$ cat config.mk
export PLATFORM = sky130hd
export DESIGN_NAME = hull_fault_conditioner
export DESIGN_NICKNAME = d
export VERILOG_FILES = /design/src/rtl/hull_fault_pkg.sv /design/src/rtl/hull_fault_sync.sv /design/src/rtl/hull_fault_conditioner.sv
export SDC_FILE = /design/constraint.sdc
export NUM_CORES = 1
export LEC_CHECK = 0
export ABC_AREA = 1
export CAP_MARGIN = 20
export CORE_MARGIN = 8
export CORE_UTILIZATION = 35
export DETAILED_ROUTE_END_ITERATION = 10
export SETUP_SLACK_MARGIN = 0.05
export SYNTH_ARGS = -nofsm -noshare
export SYNTH_HDL_FRONTEND = slang
export SYNTH_SLANG_ARGS = --single-unit
export TNS_END_PERCENT = 5
$ cat constraint.sdc
create_clock -name clk -period 3.1 [get_ports clk]
set_input_delay 0.62 -clock clk [delete_from_list [all_inputs] [get_ports clk]]
set_output_delay 0.62 -clock clk [all_outputs]
set_load 0.01 [all_outputs]
$ cat src/rtl/hull_fault_pkg.sv
// Shared definitions for the hull motor-driver fault conditioning channels.
package hull_fault_pkg;

  // Debounce FSM state encoding
  localparam logic [1:0] ST_IDLE     = 2'd0;
  localparam logic [1:0] ST_QUAL_ON  = 2'd1;
  localparam logic [1:0] ST_ACTIVE   = 2'd2;
  localparam logic [1:0] ST_QUAL_OFF = 2'd3;

  // Qualification length used by every hull fault channel unless overridden
  localparam int unsigned HULL_DEBOUNCE_CYCLES_DEFAULT = 1000;

endpackage

$ cat src/rtl/hull_fault_sync.sv
// Two-flop synchroniser for an asynchronous single-bit pin. Both flops
// reset to RST_VAL so a channel comes out of reset reading "no fault".
module hull_fault_sync #(
  parameter logic RST_VAL = 1'b1
) (
  input  logic clk,
  input  logic reset_n,
  input  logic d,
  output logic q
);

  logic meta_d, meta_q;
  logic sync_d, sync_q;

  // Next values: shift the pin one stage per clock
  always_comb begin
    meta_d = d;
    sync_d = meta_q;
  end

  // Synchroniser chain
  always_ff @(posedge clk or negedge reset_n) begin
    if (!reset_n) begin
      meta_q <= RST_VAL;
      sync_q <= RST_VAL;
    end else begin
      meta_q <= meta_d;
      sync_q <= sync_d;
    end
  end

  assign q = sync_q;

endmodule

$ cat src/rtl/hull_fault_conditioner.sv
// Turns one raw hull driver fault pin into a debounced live level, a sticky
// fault flag for the fault PIO, a one-cycle interrupt per new fault and a
// saturating fault event counter. All outputs are registered.
module hull_fault_conditioner
  import hull_fault_pkg::*;
#(
  parameter int unsigned DEBOUNCE_CYCLES  = HULL_DEBOUNCE_CYCLES_DEFAULT,
  parameter int unsigned CNT_W            = 10,
  parameter int unsigned EVT_W            = 8,
  parameter bit          FAULT_ACTIVE_LOW = 1'b1
) (
  input  logic             clk,
  input  logic             reset_n,
  input  logic             fault_pin_raw,
  input  logic             clear_in,
  output logic             fault_out,
  output logic             fault_live,
  output logic             fault_irq,
  output logic [EVT_W-1:0] event_count
);

  localparam logic             PIN_INACTIVE = FAULT_ACTIVE_LOW ? 1'b1 : 1'b0;
  localparam logic [CNT_W-1:0] DEB_LIMIT    = CNT_W'(DEBOUNCE_CYCLES);
  localparam logic [EVT_W-1:0] EVT_MAX      = '1;

  logic             pin_sync;
  logic             fault_s;
  logic             rise;
  logic [1:0]       state_d, state_q;
  logic [CNT_W-1:0] cnt_d, cnt_q;
  logic             fault_live_d, fault_live_q;
  logic             fault_out_d, fault_out_q;
  logic             fault_irq_d, fault_irq_q;
  logic [EVT_W-1:0] event_count_d, event_count_q;

  hull_fault_sync #(
    .RST_VAL (PIN_INACTIVE)
  ) u_sync (
    .clk     (clk),
    .reset_n (reset_n),
    .d       (fault_pin_raw),
    .q       (pin_sync)
  );

  // Normalise to active-high fault
  assign fault_s = pin_sync ^ FAULT_ACTIVE_LOW;

  // Debounce FSM: a level change is accepted only after the new level has
  // been held for DEBOUNCE_CYCLES qualification cycles
  always_comb begin
    state_d = state_q;
    cnt_d   = cnt_q;
    rise    = 1'b0;
    case (state_q)
      ST_IDLE: begin
        if (fault_s) begin
          state_d = ST_QUAL_ON;
          cnt_d   = CNT_W'(1);
        end
      end
      ST_QUAL_ON: begin
        if (!fault_s) begin
          state_d = ST_IDLE;
          cnt_d   = '0;
        end else if (cnt_q >= DEB_LIMIT) begin
          state_d = ST_ACTIVE;
          cnt_d   = '0;
          rise    = 1'b1;
        end else begin
          cnt_d = cnt_q + CNT_W'(1);
        end
      end
      ST_ACTIVE: begin
        if (!fault_s) begin
          state_d = ST_QUAL_OFF;
          cnt_d   = CNT_W'(1);
        end
      end
      ST_QUAL_OFF: begin
        if (fault_s) begin
          // Release not qualified: the fault never went away
          state_d = ST_ACTIVE;
          cnt_d   = '0;
        end else if (cnt_q >= DEB_LIMIT) begin
          state_d = ST_IDLE;
          cnt_d   = '0;
        end else begin
          cnt_d = cnt_q + CNT_W'(1);
        end
      end
      default: begin
        state_d = ST_IDLE;
        cnt_d   = '0;
      end
    endcase
  end

  // Output next values: live level, sticky flag (set beats clear), irq, counter
  always_comb begin
    fault_live_d  = (state_d == ST_ACTIVE) || (state_d == ST_QUAL_OFF);
    fault_irq_d   = rise;
    fault_out_d   = fault_out_q;
    event_count_d = event_count_q;
    if (rise) begin
      fault_out_d = 1'b1;
    end else if (clear_in && !fault_live_q) begin
      fault_out_d = 1'b0;
    end
    if (rise && (event_count_q != EVT_MAX)) begin
      event_count_d = event_count_q + EVT_W'(1);
    end
  end

  // State and output registers
  always_ff @(posedge clk or negedge reset_n) begin
    if (!reset_n) begin
      state_q       <= ST_IDLE;
      cnt_q         <= '0;
      fault_live_q  <= 1'b0;
      fault_out_q   <= 1'b0;
      fault_irq_q   <= 1'b0;
      event_count_q <= '0;
    end else begin
      state_q       <= state_d;
      cnt_q         <= cnt_d;
      fault_live_q  <= fault_live_d;
      fault_out_q   <= fault_out_d;
      fault_irq_q   <= fault_irq_d;
      event_count_q <= event_count_d;
    end
  end

  assign fault_out   = fault_out_q;
  assign fault_live  = fault_live_q;
  assign fault_irq   = fault_irq_q;
  assign event_count = event_count_q;

endmodule
==> summary.md <==
| Metric | Value |
|---|---|
| Clk sinks | `24` |
| Post-DP HPWL | `1.921 mm` |
| Critical-path maximum fanout | `7` |
| IO buf count | `14` |
| Synth async-reset ratio | `1.000` |
| Die Y | `78.74 um` |
| Commonest cells post-synth | `nand2_1, dfrtp_1, inv_1, nand3_1, nor2_1` |
| Boundary Pins | `15` |
| Yosys warns | `0` |
| Initial antenna violation count | `0` |
| Vias in the first global route | `1,037` |
| Slowest cell on crit path | `clkdlybuf4s50_1` |
| Global Route met3 Usage | `0.02596` |
| Synth Net Count | `184` |
| Remaining DRCs | `0` |
| Synth area leader | `dfrtp_1` |
| Root buffer cell | `clkbuf_8` |
| Fmax | `525.5 MHz` |
| Number of antenna diodes | `0` |
| Yosys reg bits | `24` |
| CTS tree | `built` |
| Total routed wirelength | `2.564 mm` |
| Via count | `1,079` |
| # resized after CTS | `0` |
| Post-route setup TNS | `0 ps` |
| # setup viols final | `0` |
| Critical path's top delay family | `buffers and inverters` |
| GRT Residual Overflow | `0` |
| Startpoint types | `flip-flop` |
| Fill cell count | `401` |
| Largest cells by area after synthesis | `dfrtp_1, nand2_1, inv_1` |
| Syn Area/Cell | `7.783 um2` |
| Hold_buf cts | `0` |
| Cell Chain, Critical Path | `clkdlybuf4s50_1` |
| Grt peak-use layer | `met2` |
| Top-area cell type share of the netlist area | `0.3996` |
| Tcrit/Tclk final | `0.6138` |
| Placed Cells | `239` |
| Routing usage on met2 | `0.1466` |
| Worst-case vdd ir drop | `196.3 uV` |
| Post-CTS setup buffer count | `0` |
| RSZ-0062 raised after global routing | `false` |
| Worst clock skew | `2.126 ps` |
| Part of the Yosys area used for sequential elements | `0.4378` |
| Routed Antenna Nets | `0` |
| Core Util, Final | `0.4161` |
| Largest net degree at the start of global routing | `25` |
| Clk slew on worst S/H paths | `80 ps` |
| Detailed Route Iter0 Violations | `38` |
| Cell Area, Synth | `1378 um2` |
| Number of library cell types mapped by synthesis | `22` |
| Slew Limit Fails | `0` |
| Max incr delay on CP | `580 ps` |
| TritonRoute pass-1 iters | `4` |
| Primary FF master, synth | `dfrtp_1` |
| Critical path class | `reg2out` |
| Wire per inst | `10.55 um` |
| Status | `finished, final reports clean` |
| Final Hold Viols | `0` |
| Die Area | `6199 um2` |
| Layout cells sized above 1 | `0.1192` |
| Final GP Congestion | `0.7558` |
| Global-route wire length before repair | `4.712 mm` |
| Worst slew pin tran | `306.5 ps` |
| Worst-Skew Late Latency | `260 ps` |
| Worst setup EP type | `output pin` |
| Area Growth Syn to Fin | `17.35%` |
| Leakage | `0.7700 nW` |
| Cells after Synth | `177` |
| Min-delay worst type | `reg2reg` |
| Pwr dens | `351.9 nW/um2` |
| Die Wd | `78.74 um` |
| Global Route met1 Usage | `0.1172` |
| Vias/cell | `4.440` |
| Clock Path Buffers | `2` |
| Arrival @ worst endpoint | `1280 ps` |
| Core Box Area | `3885 um2` |
| Num CTS Buffers | `3` |
| Buffer and inverter count on the worst path | `1` |
| Total GRT Usage | `0.09313` |
| Max Cap Viol | `0` |
| EDFF count, synth | `0` |
| WP data required | `2480 ps` |
| NumNets Final | `201` |
| Site Rows | `23` |
| Slew HR | `0.7956` |
| Most frequent cell after synthesis | `nand2_1` |
| Htree depth | `1` |
| Post-route insts no fill | `243` |
| Post-layout min period | `1903 ps` |
| Starting Density | `0.3546` |
-- per-stage QoR --
step / total power (W) / worst slack, ps / hold WS (ps) / instance area [um2]
final: 0.0005688 / 1197 / 363.7 / 1617
after global placement: 0.0003663 / 1496 / 346.0 / 1562
after detailed placement: 0.0003668 / 1479 / 353.5 / 1562
after CTS: 0.0005857 / 1171 / 368.4 / 1617
after floorplan: 0.0003506 / 1771 / 324.4 / 1378
after global routing: 0.0006045 / 1132 / 368.9 / 1617
-- sequential cells by signal (all words and copies together), names as in the netlist --
| signal | cells |
|---|---|
| cnt_q | 10 |
| event_count | 8 |
| fault_irq | 1 |
| fault_out | 1 |
| state_q | 2 |
| u_sync.meta_q | 1 |
| u_sync.q | 1 |
-- layout by cell type, fill, tap and decap left out, drive strengths merged, types with 3 or more instances in the layout --
cell / count
nand2: 64
inv: 25
dfrtp: 22
nor2: 16
clkdlybuf4s50: 14
nand3: 13
o21bai: 8
o21ai: 6
nand4: 5
xor2: 4
clkbuf: 4
ha: 3
-- cells by family after synthesis --
group | synth area share
AOI/OAI and AO/OA | 0.08174
xor gates and xnor gates | 0.03815
DFF | 0.4378
adders and majority gates | 0.02725
and+or+nand+nor | 0.3279
buffers and inverters | 0.08719
-- final timing paths --
path	start	end	slack, ps	cells after the start
setup / recovery	event_count[5]	event_count[5]	1200	1
hold / removal	u_sync.meta_q	u_sync.q	360	0
setup reg to reg	event_count[0]	event_count[1]	1640	6
hold reg to reg	u_sync.meta_q	u_sync.q	360	0
max in group asynchronous	reset_n	u_sync.q	2110	2
min in group asynchronous	reset_n	cnt_q[5]	710	2
-- report_power, final --
part | total, W | internal, W | switching, W
logic | 0.0000341 | 0.0000120 | 0.0000220
clock network | 0.000209 | 0.000113 | 0.0000962
registers | 0.000325 | 0.000320 | 0.00000507
-- per-layer routing --
metal	wire, um	vias up
met2	1148	9
met1	1301	482
met5	0	-
met3	97	2
li1	-	586
met4	16	0
-- cell type report --
type / count / area (um2) / share of cell area
Multi-Input combinational cell: 125 / 654.4 / 0.4048
Sequential cell: 24 / 603.1 / 0.3731
Timing Repair Buffer: 15 / 147.6 / 0.09133
Inverter: 25 / 93.84 / 0.05805
Tap cell: 50 / 62.56 / 0.03870
Clock buffer: 4 / 55.05 / 0.03406
Note: power is estimated with default switching activity, not from simulation.
